## config.mk

```make
export PLATFORM = sky130hd
export DESIGN_NAME = vga_scanout
export DESIGN_NICKNAME = d
export VERILOG_FILES = /design/src/rtl/vga_pkg.sv /design/src/rtl/vga_timing_gen.sv /design/src/rtl/vga_scanout.sv
export SDC_FILE = /design/constraint.sdc
export NUM_CORES = 1
export LEC_CHECK = 0
export CAP_MARGIN = 20
export CORE_MARGIN = 8
export CORE_UTILIZATION = 50
export DETAILED_ROUTE_END_ITERATION = 7
export PLACE_DENSITY = 0.78
export SYNTH_ARGS = -nofsm -noshare
export SYNTH_HDL_FRONTEND = slang
export SYNTH_SLANG_ARGS = --single-unit
```

## constraint.sdc

```tcl
create_clock -name clk -period 3.7 [get_ports clk]
set_clock_uncertainty 0.15 [all_clocks]
set_input_delay 0.74 -clock clk [delete_from_list [all_inputs] [get_ports clk]]
set_output_delay 0.74 -clock clk [all_outputs]
set_load 0.02 [all_outputs]
```

## src/rtl/vga_pkg.sv

```systemverilog
// Shared VGA scan-out constants, framebuffer geometry and pixel types.
package vga_pkg;

    localparam int unsigned DEF_H_VIS  = 640;
    localparam int unsigned DEF_H_FP   = 16;
    localparam int unsigned DEF_H_SYNC = 96;
    localparam int unsigned DEF_H_BP   = 48;
    localparam int unsigned DEF_V_VIS  = 480;
    localparam int unsigned DEF_V_FP   = 10;
    localparam int unsigned DEF_V_SYNC = 2;
    localparam int unsigned DEF_V_BP   = 33;
    localparam int unsigned DEF_SCALE_SHIFT = 2;

    localparam int unsigned FB_W  = 160;
    localparam int unsigned FB_H  = 120;
    localparam int unsigned FB_AW = 15;
    localparam int unsigned CNT_W = 10;

    // {R,G,B}
    typedef logic [2:0] colour_t;

    typedef struct packed {
        logic hs;
        logic vs;
        logic vis;
    } sync_t;

    // y*160 + x without a multiplier: 160 = 128 + 32.
    function automatic logic [FB_AW-1:0] fb_addr(input logic [CNT_W-1:0] y,
                                                 input logic [CNT_W-1:0] x);
        logic [FB_AW-1:0] y_ext;
        y_ext = FB_AW'(y);
        return (y_ext << 7) + (y_ext << 5) + FB_AW'(x);
    endfunction

endpackage

```

## src/rtl/vga_timing_gen.sv

```systemverilog
// Pixel-enable divider, raster counters, raw sync/visible flags and frame-start pulse.
module vga_timing_gen
    import vga_pkg::*;
#(
    parameter int unsigned H_VIS  = DEF_H_VIS,
    parameter int unsigned H_FP   = DEF_H_FP,
    parameter int unsigned H_SYNC = DEF_H_SYNC,
    parameter int unsigned H_BP   = DEF_H_BP,
    parameter int unsigned V_VIS  = DEF_V_VIS,
    parameter int unsigned V_FP   = DEF_V_FP,
    parameter int unsigned V_SYNC = DEF_V_SYNC,
    parameter int unsigned V_BP   = DEF_V_BP
) (
    input  logic             clk,
    input  logic             reset,
    output logic             pix_en,
    output logic [CNT_W-1:0] h_cnt,
    output logic [CNT_W-1:0] v_cnt,
    output logic             hs_raw,
    output logic             vs_raw,
    output logic             vis,
    output logic             frame_start
);

    localparam logic [CNT_W-1:0] H_LAST     = CNT_W'(H_VIS + H_FP + H_SYNC + H_BP - 1);
    localparam logic [CNT_W-1:0] V_LAST     = CNT_W'(V_VIS + V_FP + V_SYNC + V_BP - 1);
    localparam logic [CNT_W-1:0] H_VIS_C    = CNT_W'(H_VIS);
    localparam logic [CNT_W-1:0] V_VIS_C    = CNT_W'(V_VIS);
    localparam logic [CNT_W-1:0] HS_FIRST   = CNT_W'(H_VIS + H_FP);
    localparam logic [CNT_W-1:0] HS_LAST    = CNT_W'(H_VIS + H_FP + H_SYNC - 1);
    localparam logic [CNT_W-1:0] VS_FIRST   = CNT_W'(V_VIS + V_FP);
    localparam logic [CNT_W-1:0] VS_LAST    = CNT_W'(V_VIS + V_FP + V_SYNC - 1);

    logic             pix_en_q;
    logic [CNT_W-1:0] h_cnt_q, h_cnt_d;
    logic [CNT_W-1:0] v_cnt_q, v_cnt_d;

    always_comb begin
        h_cnt_d = h_cnt_q;
        v_cnt_d = v_cnt_q;
        if (pix_en_q) begin
            if (h_cnt_q == H_LAST) begin
                h_cnt_d = '0;
                // Frame wrap rides on the same edge as the line wrap.
                if (v_cnt_q == V_LAST) begin
                    v_cnt_d = '0;
                end else begin
                    v_cnt_d = v_cnt_q + CNT_W'(1);
                end
            end else begin
                h_cnt_d = h_cnt_q + CNT_W'(1);
            end
        end
    end

    always_ff @(posedge clk or posedge reset) begin
        if (reset) begin
            pix_en_q <= 1'b0;
            h_cnt_q  <= '0;
            v_cnt_q  <= '0;
        end else begin
            pix_en_q <= ~pix_en_q;
            h_cnt_q  <= h_cnt_d;
            v_cnt_q  <= v_cnt_d;
        end
    end

    always_comb begin
        pix_en      = pix_en_q;
        h_cnt       = h_cnt_q;
        v_cnt       = v_cnt_q;
        hs_raw      = !((h_cnt_q >= HS_FIRST) && (h_cnt_q <= HS_LAST));
        vs_raw      = !((v_cnt_q >= VS_FIRST) && (v_cnt_q <= VS_LAST));
        vis         = (h_cnt_q < H_VIS_C) && (v_cnt_q < V_VIS_C);
        frame_start = pix_en_q && (h_cnt_q == '0) && (v_cnt_q == V_VIS_C);
    end

endmodule

```

## src/rtl/vga_scanout.sv

```systemverilog
// VGA scan-out: framebuffer address generation, 2-stage read pipeline and DAC drive.
module vga_scanout
    import vga_pkg::*;
#(
    parameter int unsigned H_VIS       = DEF_H_VIS,
    parameter int unsigned H_FP        = DEF_H_FP,
    parameter int unsigned H_SYNC      = DEF_H_SYNC,
    parameter int unsigned H_BP        = DEF_H_BP,
    parameter int unsigned V_VIS       = DEF_V_VIS,
    parameter int unsigned V_FP        = DEF_V_FP,
    parameter int unsigned V_SYNC      = DEF_V_SYNC,
    parameter int unsigned V_BP        = DEF_V_BP,
    parameter int unsigned SCALE_SHIFT = DEF_SCALE_SHIFT
) (
    input  logic             clk,
    input  logic             reset,
    output logic [FB_AW-1:0] rd_addr,
    input  logic [2:0]       rd_data,
    output logic             frame_start,
    output logic [9:0]       vga_r,
    output logic [9:0]       vga_g,
    output logic [9:0]       vga_b,
    output logic             vga_hs,
    output logic             vga_vs,
    output logic             vga_blank_n,
    output logic             vga_sync_n,
    output logic             vga_clk
);

    localparam sync_t SYNC_IDLE = '{hs: 1'b1, vs: 1'b1, vis: 1'b0};

    logic             pix_en;
    logic [CNT_W-1:0] h_cnt;
    logic [CNT_W-1:0] v_cnt;
    sync_t            raw;

    vga_timing_gen #(
        .H_VIS  (H_VIS),
        .H_FP   (H_FP),
        .H_SYNC (H_SYNC),
        .H_BP   (H_BP),
        .V_VIS  (V_VIS),
        .V_FP   (V_FP),
        .V_SYNC (V_SYNC),
        .V_BP   (V_BP)
    ) u_timing (
        .clk         (clk),
        .reset       (reset),
        .pix_en      (pix_en),
        .h_cnt       (h_cnt),
        .v_cnt       (v_cnt),
        .hs_raw      (raw.hs),
        .vs_raw      (raw.vs),
        .vis         (raw.vis),
        .frame_start (frame_start)
    );

    logic [FB_AW-1:0] rd_addr_q, rd_addr_d;
    sync_t            d1_q, d1_d;
    sync_t            out_q, out_d;
    colour_t          colour_q, colour_d;
    logic             vga_clk_q;

    always_comb begin
        rd_addr_d = rd_addr_q;
        d1_d      = d1_q;
        out_d     = out_q;
        colour_d  = colour_q;
        if (pix_en) begin
            // Address is held through blanking so the RAM port stays quiet.
            if (raw.vis) begin
                rd_addr_d = fb_addr(v_cnt >> SCALE_SHIFT, h_cnt >> SCALE_SHIFT);
            end
            d1_d     = raw;
            colour_d = d1_q.vis ? colour_t'(rd_data) : colour_t'(3'b000);
            out_d    = d1_q;
        end
    end

    always_ff @(posedge clk or posedge reset) begin
        if (reset) begin
            rd_addr_q <= '0;
            d1_q      <= SYNC_IDLE;
            out_q     <= SYNC_IDLE;
            colour_q  <= '0;
            vga_clk_q <= 1'b0;
        end else begin
            rd_addr_q <= rd_addr_d;
            d1_q      <= d1_d;
            out_q     <= out_d;
            colour_q  <= colour_d;
            // Tracks pix_en, so its rising edge lands mid-pixel.
            vga_clk_q <= ~pix_en;
        end
    end

    always_comb begin
        rd_addr     = rd_addr_q;
        vga_r       = {10{colour_q[2]}};
        vga_g       = {10{colour_q[1]}};
        vga_b       = {10{colour_q[0]}};
        vga_hs      = out_q.hs;
        vga_vs      = out_q.vs;
        vga_blank_n = out_q.vis;
        vga_sync_n  = 1'b0;
        vga_clk     = vga_clk_q;
    end

endmodule

```

# ---- Word-level counts from Yosys, hierarchy flattened
# Index checks and enable logic that the tools add are counted.
dict set report totals {
  ff_bits 45
  in_bits 5
  output_inout_bits 51
  wordCells 38
}
dict set report op_classes {
  addsub 4
  n_lt_le_gt_ge 6
  eq_ne 3
  mux 3
  bitwise 1
  reduce_logical 10
}
# cell count
set ops {}
lappend ops {{adder 10 x 1 -> 10 bit (second input constant)} 2}
lappend ops {{equality test 10 bit (second input constant)} 2}
lappend ops {{2-to-1 mux 10 bit} 2}
lappend ops {{adder 15 x 13 -> 15 bit} 1}
lappend ops {{adder 15 x 8 -> 15 bit} 1}
lappend ops {{equality test 10 x 9 -> 1 bit (second input constant)} 1}
lappend ops {{>= comparator 10 bit (second input constant)} 1}
lappend ops {{>= comparator 10 x 9 -> 1 bit (second input constant)} 1}
lappend ops {{less-or-equal comparator 10 bit (second input constant)} 1}
lappend ops {{less-or-equal comparator 10 x 9 -> 1 bit (second input constant)} 1}
lappend ops {{zero test 10 bit} 1}
lappend ops {{< comparator 10 bit (second input constant)} 1}
lappend ops {{< comparator 10 x 9 -> 1 bit (second input constant)} 1}
lappend ops {{logical AND 1 bit} 5}
lappend ops {{AND reduction 2 bit} 2}
lappend ops {{2-to-1 mux 3 bit} 1}
lappend ops {{zero test 1 bit} 2}
lappend ops {{NOT 1 bit} 1}

# ---- Depth between registers and ports, before layout
# Gate-level depths: netlist of run 1.
dict set report depth {
  word_depth 3
  mapped_depth 8
}

# ---- Cells and area by module
# A second synthesis of run 1 with hierarchy kept.
dict set report hier_totals {
  hier_cells 275
  area_unflattened_um2 2773.9
}
# module instances cells_each area_per_inst_um2 seq_area_each_um2
set modules_own_cells {}
lappend modules_own_cells {vga_scanout 1 152 1584.0 630.6}
lappend modules_own_cells {vga_timing_gen 1 123 1189.9 525.5}

# ---- Least setup slack after synthesis of run 1
# No wires, ideal clock.
dict set report synth_path {
  path_kind {reg-to-output}
  startpoint {register u_timing.v_cnt_q[5], in the netlist u_timing.v_cnt[5]}
  endpoint {output port frame_start}
  arrival_ns 1.748
  required_time_ns 2.810
  setup_slack_ns 1.062
  stages_incl_launch_ff 5
  cell_sequence {dfrtp_1 -> nand4_1 -> nor4_1 -> nand4_1 -> nor4b_1}
}
dict set report synth_via {
  elab_chain_cells 2
}
# item line
set synth_rtl {}
lappend synth_rtl {{start, declared} vga_timing_gen.sv:36} ;# logic [CNT_W-1:0] v_cnt_q, v_cnt_d;
lappend synth_rtl {{start signal, assigned} vga_timing_gen.sv:64} ;# v_cnt_q <= v_cnt_d;
lappend synth_rtl {{equality test 10 x 9 -> 1 bit} vga_timing_gen.sv:75} ;# frame_start = pix_en_q && (h_cnt_q == '0) && (v_cnt_q == V_VIS_C);
lappend synth_rtl {{logical AND 1 bit} vga_timing_gen.sv:75}
lappend synth_rtl {{end, declared} vga_scanout.sv:19} ;# output logic frame_start,
# No other way between the ends.

# ---- Final worst setup path of run 1
# Ends and elaborated chain as after synthesis.

==> metrics.md, run 1 <==
| Metric | Value |
|---|---|
| Status | completed |
| Clk buf depth | 2 |
| Detail Route Antenna Nets | 0 |
| FFs w/ async S/R, synth | 100.0% |
| Starting Density | a little over half |
| Reg2reg end | rd_addr[12] |
| Clk_lat worst skew | roughly 0.30 ns |
| Crit path from | u_timing.v_cnt[5] |
| Leakage power | 1.446 nW |
| Net count, final | approximately 320 |
| Core Region | about 5100 µm² |
| Most common cell after layout, fill and taps aside | clkdlybuf4s50_1 |
| Routed len/inst | around 15 µm |
| Synth unique cells | 46 |
| Critical path class | flop to output pin |
| Initial antenna violation count | 0 |
| Gpl congestion | ~0.90 |
| Vias in the first global route | between 1,500 and 2,000 |
| MaxCap Viol Count | 0 |
| Via count | between 1,500 and 2,000 |
| Die width | about 89 µm |
| Combinational fraction of design power | under 10% |
| Post-CTS Resized | 0 |
| Yosys reg bits | 45 |
| Layout Utilization | 62.61% |
| Post-Synthesis Cells | 263 |
| Critical path endpoint category | output pin |
| Crit path capture | frame_start |
| 1st-pass router iterations | 5 |
| First-pass GRT wire length | between 8000 and 9000 µm |
| Port bufs | 54 |
| Syn Area/Cell | ~10 µm² |
| Slew @ Worst Pin | 0.7183 ns |
| Layout cells sized above 1 | 10.54% |
| Number of diodes | 0 |
| H-tree Lvls | 2 |
| Tmin final | ~3.4 ns |
| Largest net degree at the start of global routing | 27 |
| Clock slew seen by the registers of the worst setup and hold paths | ~0.090 ns |
| WHS | 0.3289 ns |
| P&R area growth vs syn | 19.63% |
| Gr usage total | about 14% |
| Io pins | 56 |
| Flop pwr share | 54.8% |
| Die Y | between 80 and 90 µm |
| Final Hold Fails | 0 |
| Worst vdd ir | 0.0001969 V |
| Most frequent cells in the layout | clkdlybuf4s50_1, dfrtp_1, inv_1, ha_1, o21ai_0 |
| Worst slew margin | between 50% and 60% |
| CTS Buf Count | 5 |
| Final setup TNS | 0 ns |
| Main synth FF type | dfrtp_1 |
| CP arrival | 2.53 ns |
| Final Total Pwr | 0.9068 mW |
| CP startpoint kind | flop |
| TritonCTS clock tree | done |
| WL final | 5487 µm |
| # hold bufs at CTS | 0 |
| Detailed placement HPWL | ~4100 µm |
| Pint | about 0.68 mW |
| Root buf cell | clkbuf_8 |
| RSZ-0062 raised after global routing | no |
| Fmax | about 290 MHz |
| Clk sinks | 45 |
| Die ar. | 7983 µm² |
| Mapped Area | 2690 µm² |
| Worst r2r src | u_timing.v_cnt[2] |
| Switching share of power | between 20% and 30% |
| Routed vias/inst | approximately 5.3 |
| Post-Syn Nets | between 200 and 300 |
| CP required | 2.81 ns |
| Std-Cell Rows | 26 |
| Net load switching power | 0.2228 mW |
| Tcrit/Tclk final | between 90% and 100% |
| Reg2Reg Depth | 8 |
| # Post-CTS Setup Buffers | 0 |
| PD cells | roughly 280 nW/µm² |
| Fill cells | 456 |
| Synth warn | 0 |
| GRT Residual Overflow | 0 |
| DRC viols | 0 |
| Hold crit path type | flop to flop |
| Final setup viols | 0 |
| Final slew viol count | 0 |
| Clock share of power | approximately 37% |
| DR iter-0 viols | between 100 and 150 |
| Post-synthesis sequential area ratio | 42.05% |
| Number of flops mapped to enable cells by yosys | 0 |
| Critical path peak fanout | 8 |
| R2r setup slk | 0.88 ns |
==> stage by stage <==
stage                     worst slack, ns  area [µm²]  std cells
after CTS                          0.2662        3191        363
after detailed placement           0.6432        3090        355
after global placement             0.6782        3090        355
after floorplan                     1.062        2690        263
after global routing              0.09153        3218        364
final                              0.2789        3218        364
==> cells in the mapped netlist (all sizes together) (2+ instances only) <==
master	count	area (µm²)
dfrtp	41	1026
nor3	2	10.01
mux2i	3	30.03
clkbuf	2	7.510
nand2	9	33.78
nand4b	2	17.52
nand3	13	65.06
nor4b	2	17.52
a31oi	2	12.51
a211o	2	17.52
nand4	15	100.1
and4	2	17.52
ha	19	237.7
inv	20	75.07
dfstp	4	105.1
nor4	2	12.51
and3	4	25.02
mux2	12	135.1
o21ai	17	85.08
or2	3	18.77
o31ai	2	15.01
a211oi	3	22.52
a21oi	7	35.03
xnor2	11	96.34
nor2	13	48.80
a21o	2	15.01
fa	2	40.04
buf	32	235.2
xor2	3	26.28
==> area by class of cell <==
cell class | count | area (µm²) | area share [%]
well taps | 70 | 87.58 | 2.722
repair buffers | 57 | 583.1 | 18.12
flip-flops and latches | 45 | 1131 | 35.15
inverters | 20 | 75.07 | 2.333
multi-input cells | 164 | 1241 | 38.57
clock inverters | 2 | 17.52 | 0.5443
clock buffers | 6 | 82.58 | 2.566
==> power groups by stage <==
stage	Sequential (mW)	Clock, mW	Combinational [mW]
after CTS	0.498	0.345	0.0762
after detailed placement	0.507	0	0.0762
after global placement	0.507	0	0.0756
after global routing	0.498	0.364	0.0827
final	0.497	0.332	0.0776
after floorplan	0.509	0	0.0525
==> worst min-delay path by stage <==
stage                startpoint     endpoint  slack, ns  cells past startpoint
global route        rd_addr[11]  rd_addr[11]       0.37                      2
floorplan               d1_q[1]      d1_q[1]       0.33                      2
detailed placement  rd_addr[11]  rd_addr[11]       0.32                      2
global placement    rd_addr[12]  rd_addr[12]       0.31                      2
CTS                 rd_addr[11]  rd_addr[11]       0.34                      2
finish              rd_addr[11]  rd_addr[11]       0.33                      2
==> worst max-delay path: stages (launching register included) <==
cell,delay [ns]
dfrtp_1,0.49
nand4_1,0.19
nor4_1,0.38
nand4_1,0.13
nor4b_1,0.36
clkdlybuf4s50_1,0.68
==> cells by family (layout without fill, tap and decap cells) <==
kind of cell / Yosys count / count (layout) / synth area share, %
adder cells (fa/ha/maj): 21 / 21 / 10.33
AO/OA/AOI/OAI: 39 / 39 / 8.790
buffers and inverters: 54 / 85 / 11.81
flip-flops: 45 / 45 / 42.05
other: 1 / 1 / 0.1394
XOR/XNOR: 14 / 14 / 4.558
AND/OR/NAND/NOR: 74 / 74 / 16.19
multiplexers: 15 / 15 / 6.140
==> registers in the layout (all words and copies together) (netlist names) <==
signal and cells:
rd_addr 15, u_timing.pix_en 1, d1_q 3, u_timing.h_cnt 10, vga_vs 1, vga_blank_n 1
vga_hs 1, u_timing.v_cnt 10, colour_q 3
==> per-layer routing <==
layer / track usage [%] / share of wire, % / wire [µm]
met3: 2.849 / 2.6 / 144
met1: 15.33 / 43 / 2346
met2: 25.45 / 53 / 2916
met5: 0 / 0 / 0
met4: 4.683 / 1.4 / 79
(Power assumes the default switching activity.)
==> run 2: changes to the inputs <==
--- a/config.mk
+++ b/config.mk
@@ -5,10 +5,10 @@
 export SDC_FILE = /design/constraint.sdc
 export NUM_CORES = 1
 export LEC_CHECK = 0
-export CAP_MARGIN = 20
 export CORE_MARGIN = 8
 export CORE_UTILIZATION = 50
 export DETAILED_ROUTE_END_ITERATION = 7
+export HOLD_SLACK_MARGIN = 0.05
 export PLACE_DENSITY = 0.78
 export SYNTH_ARGS = -nofsm -noshare
 export SYNTH_HDL_FRONTEND = slang
==> run 2 against run 1 <==
Effect of this change: via count decreased by 1.1%; count of clock-buffer cells in the layout unchanged; first-iteration DRC count decreased by 21%; non-clock buffer count decreased by 1; global-route usage unchanged; cell area decreased by 0.86%.
==> metrics.md, run 2 (synthesized netlist as in run 1, its figures left out) <==
| Metric | Value |
|---|---|
| Status | completed |
| Critical path class | flop to output pin |
| Detail Route Antenna Nets | 0 |
| RSZ-0062 raised after global routing | no |
| Die Y | 89.35 µm |
| Slew @ Worst Pin | 0.9748 ns |
| Worst vdd ir | a little under 0.0002 V |
| Post-CTS Resized | 0 |
| PD cells | 283.1 nW/µm² |
| Critical path peak fanout | 8 |
| R2r setup slk | a little under 0.9 ns |
| P&R area growth vs syn | 18.60% |
| Hold crit path type | flop to flop |
| Gr usage total | between 10% and 20% |
| DP Worst Slack | between 0.6 and 0.7 ns |
| Ordered cell list for the critical path | nand4_1 > nor4_1 > nand4_1 > nor4b_1 > clkdlybuf4s50_1 |
| Combinational fraction of design power | slightly above 8% |
| Final setup TNS | 0 ns |
| Pint | slightly below 0.7 mW |
| Worst Hold End | rd_addr[11] |
| Layout Utilization | 62.07% |
| Reg2Reg Depth | 8 |
| H-tree Lvls | 2 |
| Flop pwr share | a little under three fifths |
| Most common cell after layout, fill and taps aside | clkdlybuf4s50_1 |
| MaxCap Viol Count | 0 |
| Max FFs per register | 15 |
| DR iter-0 viols | 89 |
| Worst slew margin | 34.61% |
| First-pass GRT wire length | between 8000 and 9000 µm |
| Net load switching power | 0.2220 mW |
| Fmax | roughly 290 MHz |
| CP arrival | 2.55 ns |
| Final Hold Fails | 0 |
| Most frequent cells in the layout | clkdlybuf4s50_1, dfrtp_1, inv_1, ha_1, o21ai_0 |
| Layout cells sized above 1 | 10.24% |
| Final slew viol count | 0 |
| Worst r2r src | u_timing.v_cnt[2] |
| 1st-pass router iterations | 4 |
| Final setup viols | 0 |
| Slowest CP cell | clkdlybuf4s50_1 |
| PnR worst setup slack | approximately 0.26 ns |
| Design Area, Final | between 3000 and 4000 µm² |
| GRT Residual Overflow | 0 |
| Reg2reg end | rd_addr[12] |
| Initial antenna violation count | 0 |
| Clock slew seen by the registers of the worst setup and hold paths | about 0.09 ns |
| Clk_lat worst skew | roughly 0.30 ns |
| Routed len/inst | between 15 and 20 µm |
| Clk sinks | 45 |
| Root buf cell | clkbuf_8 |
| HP Start | rd_addr[11] |
| Port bufs | 54 |
| Hold Path Stages | 2 |
| Tmin final | between 3 and 4 ns |
| Dpl cells | 355 |
| Net count, final | approximately 320 |
| Via count | 1,913 |
| CP peak stage delay | slightly below 0.7 ns |
| Switching share of power | 24.58% |
| Tcrit/Tclk final | 93.06% |
| WL final | 5476 µm |
| Vias in the first global route | approximately 1,900 |
| Most used cell along the critical path | nand4_1 |
| # hold bufs at CTS | 0 |
| CP startpoint kind | flop |
| DRC viols | 0 |
| Number of diodes | 0 |
| Die width | roughly 89 µm |
| Core Region | 5140 µm² |
| Leakage power | roughly 1.4 nW |
| Final Non-Filler Cells | between 300 and 400 |
| # Post-CTS Setup Buffers | 0 |
| Placed Area | 3090 µm² |
| Die ar. | between 7000 and 8000 µm² |
| Std-Cell Rows | 26 |
| Clock share of power | 36.7% |
| Starting Density | 52.34% |
| TritonCTS clock tree | done |
| Clk buf depth | 2 |
| Gpl congestion | between 0.9 and 1 |
| Largest net degree at the start of global routing | 27 |
| Critical path endpoint category | output pin |
| CTS Buf Count | 5 |
| Io pins | 56 |
| Routed vias/inst | 5.270 |
| Detailed placement HPWL | 4094 µm |
| CP required | 2.81 ns |
run 2: cell count changes in the layout (fill, tap and decap cells not counted), sizes merged:
cell | before | now
buf | 3 | 2
run 2: cell type report:
type / count / area (µm²)
clock inverters: 2 / 17.52
well taps: 70 / 87.58
flip-flops and latches: 45 / 1131
multi-input cells: 164 / 1241
inverters: 20 / 75.07
clock buffers: 6 / 82.58
fillers: 458 / 1949
repair buffers: 56 / 555.5
run 2: worst max path at each step:
stage                      startpoint          end  slack (ns)
floorplan           u_timing.v_cnt[5]  frame_start        1.06
global placement    u_timing.v_cnt[5]  frame_start        0.68
detailed placement  u_timing.v_cnt[5]  frame_start        0.64
finish              u_timing.v_cnt[5]  frame_start        0.26
CTS                 u_timing.v_cnt[5]  frame_start        0.27
global route        u_timing.v_cnt[5]  frame_start        0.09
run 2: power groups by stage:
stage	Sequential, mW	Combinational (mW)	Clock (mW)
after floorplan	0.509	0.0525	0
after global placement	0.507	0.0756	0
after detailed placement	0.507	0.0762	0
after CTS	0.498	0.0762	0.345
after global routing	0.498	0.0790	0.364
final	0.497	0.0740	0.332
run 2: worst max-delay path, delay by kind of cell, from the launching register on:
kind	cells	cell delay (ns)
buffers and inverters	1	0.68
DFF	1	0.49
and+or+nand+nor	4	1.07
run 2: stage by stage:
| stage | hold WS, ns | power (mW) |
|---|---|---|
| floorplan | 0.3291 | 0.5612 |
| global placement | 0.3114 | 0.5824 |
| detailed placement | 0.3160 | 0.5833 |
| CTS | 0.3366 | 0.9192 |
| global route | 0.3690 | 0.9418 |
| finish | 0.3289 | 0.9032 |
run 2: routing by layer:
metal / part of all wire (%) / vias up / GRT usage, %
li1: - / 958 / -
met1: 43 / 921 / 15.33
met2: 53 / 27 / 25.45
met3: 3.0 / 7 / 2.849
met4: 1.3 / 0 / 4.683
met5: 0 / - / 0
==> run 3: changes to the inputs <==
--- a/config.mk
+++ b/config.mk
@@ -10,6 +10,7 @@
 export DETAILED_ROUTE_END_ITERATION = 7
 export HOLD_SLACK_MARGIN = 0.05
 export PLACE_DENSITY = 0.78
+export REMOVE_ABC_BUFFERS = 1
 export SYNTH_ARGS = -nofsm -noshare
 export SYNTH_HDL_FRONTEND = slang
 export SYNTH_SLANG_ARGS = --single-unit
==> run 3 against run 2 <==
Effect of this change: largest cell class unchanged; first-iteration DRC count is 16% higher; hold slack better by 0.0066 ns; wire length hardly changed; total power is 4.7% higher; sequential share of layout area is 0.25 points lower; register-to-register slack worse by 0.03 ns; combinational power is 0.8% higher; global-route usage is 0.16 points lower; die area stayed put; sequential power hardly changed.
==> metrics.md, run 3 (synthesized netlist as in run 1, its figures left out) <==
| Metric | Value |
|---|---|
| Layout cells sized above 1 | 10.54% |
| GRT Residual Overflow | 0 |
| Status | completed |
| PD cells | between 200 and 300 nW/µm² |
| Final Hold Fails | 0 |
| MaxCap Viol Count | 0 |
| CP required | ~2.8 ns |
| Std-Cell Rows | 26 |
| Die ar. | 7983 µm² |
| Critical path endpoint category | output pin |
| P&R area growth vs syn | 19.44% |
| Max FFs per register | 15 |
| Most common cell after layout, fill and taps aside | clkdlybuf4s50_1 |
| Final setup viols | 0 |
| WL final | 5478 µm |
| First-pass GRT wire length | between 8000 and 9000 µm |
| Detailed placement HPWL | 4132 µm |
| Io pins | 56 |
| CP peak stage delay | about 0.68 ns |
| Final setup TNS | 0 ns |
| WHS | approximately 0.34 ns |
| Routed vias/inst | 5.363 |
| Number of diodes | 0 |
| Core Region | roughly 5100 µm² |
| Initial antenna violation count | 0 |
| Tcrit/Tclk final | between 90 and 100% |
| Most frequent cells in the layout | clkdlybuf4s50_1, dfrtp_1, inv_1, ha_1, o21ai_0 |
| RSZ-0062 raised after global routing | no |
| CP arrival | 2.51 ns |
| Clk_lat worst skew | roughly 0.30 ns |
| Final slew viol count | 0 |
| CTS Buf Count | 5 |
| DRC viols | 0 |
| TritonCTS clock tree | done |
| Tmin final | 3.405 ns |
| Starting Density | a little over half |
| Fmax | a little under 300 MHz |
| Largest net degree at the start of global routing | 27 |
| Net count, final | between 300 and 400 |
| # Post-CTS Setup Buffers | 0 |
| Hold crit path type | flop to flop |
| Clk sinks | between 40 and 50 |
| Detail Route Antenna Nets | 0 |
| DR iter-0 viols | 103 |
| 1st-pass router iterations | 4 |
| # hold bufs at CTS | 0 |
| Gr usage total | a little over an eighth |
| Clk buf depth | 2 |
| Most used cell along the critical path | nand4_1 |
| Die width | 89.35 µm |
| Final Total Pwr | between 0.9 and 1 mW |
| Critical path peak fanout | 8 |
| Die Y | 89.35 µm |
| Fill cells | about 460 |
| Critical path class | flop to output pin |
| Routed len/inst | ~15 µm |
| Post-CTS Resized | 0 |
| Clock slew seen by the registers of the worst setup and hold paths | around 0.090 ns |
| Via count | ~2,000 |
| Ordered cell list for the critical path | nand4_1 > nor4_1 > nand4_1 > nor4b_1 > clkdlybuf4s50_1 |
| Vias in the first global route | between 1,500 and 2,000 |
| Leakage power | 1.441 nW |
| CP startpoint kind | flop |
| Root buf cell | clkbuf_8 |
| Slowest CP cell | clkdlybuf4s50_1 |
| Worst slew margin | 54.29% |
| Slew @ Worst Pin | slightly below 0.7 ns |
| Worst vdd ir | 0.0002584 V |
| Port bufs | 54 |
| Gpl congestion | 0.8592 |
| H-tree Lvls | 2 |
-- run 3: cell types whose count changed in the layout (fill, tap and decap cells not counted), sizes merged --
cell      before  now
buf            2    3
bufinv         0    1
clkbuf         6    5
clkinvlp       0    1
inv           20   19
-- run 3: through the flow --
step                      std cells  area [µm²]  util (%)  setup slack [ns]
final                           364        3213     62.51            0.2955
after global routing            364        3213     62.51            0.1336
after CTS                       364        3213     62.51            0.3153
after detailed placement        356        3098     60.27            0.6699
after global placement          356        3098     60.27            0.6889
after floorplan                 229        2447         -            0.8411
-- run 3: layout make-up --
class                           instances  area (µm²)  share of cell area [%]
Sequential cell                        45        1131                   35.20
Tap cell                               70       87.58                   2.726
Timing Repair Buffer                   57       563.0                   17.52
Inverter                               20       75.07                   2.336
Clock inverter                          3       46.29                   1.441
Clock buffer                            5       68.82                   2.142
Multi-Input combinational cell        164        1241                   38.63
-- run 3: worst paths after layout --
check | startpoint | end | slack, ns | cells after the start
max | u_timing.v_cnt[5] | frame_start | 0.30 | 5
min | rd_addr[12] | rd_addr[12] | 0.34 | 2
max reg2reg | u_timing.v_cnt[2] | rd_addr[12] | 0.84 | 8
min reg2reg | rd_addr[12] | rd_addr[12] | 0.34 | 2
max in group asynchronous | reset | d1_q[1] | 2.16 | 3
min in group asynchronous | reset | d1_q[0] | 0.60 | 2
-- run 3: critical path, delay by kind of cell (launching register included) --
| family | cells | cell delay (ns) |
|---|---|---|
| flops | 1 | 0.49 |
| buf+inv | 1 | 0.68 |
| simple gates | 4 | 1.04 |
-- run 3: routing by layer --
layer	up-vias	part of all wire (%)	GRT usage, %
li1	966	-	-
met1	920	48	17.08
met2	62	44	22.22
met3	4	7.2	3.860
met4	0	0.93	4.230
met5	-	0	0
-- run 3: power by group --
part           switching (mW)  internal, mW  total (mW)
Clock                   0.171         0.202       0.374
Combinational          0.0412        0.0335      0.0746
Sequential            0.00418         0.493       0.497
Total                   0.217         0.729       0.946
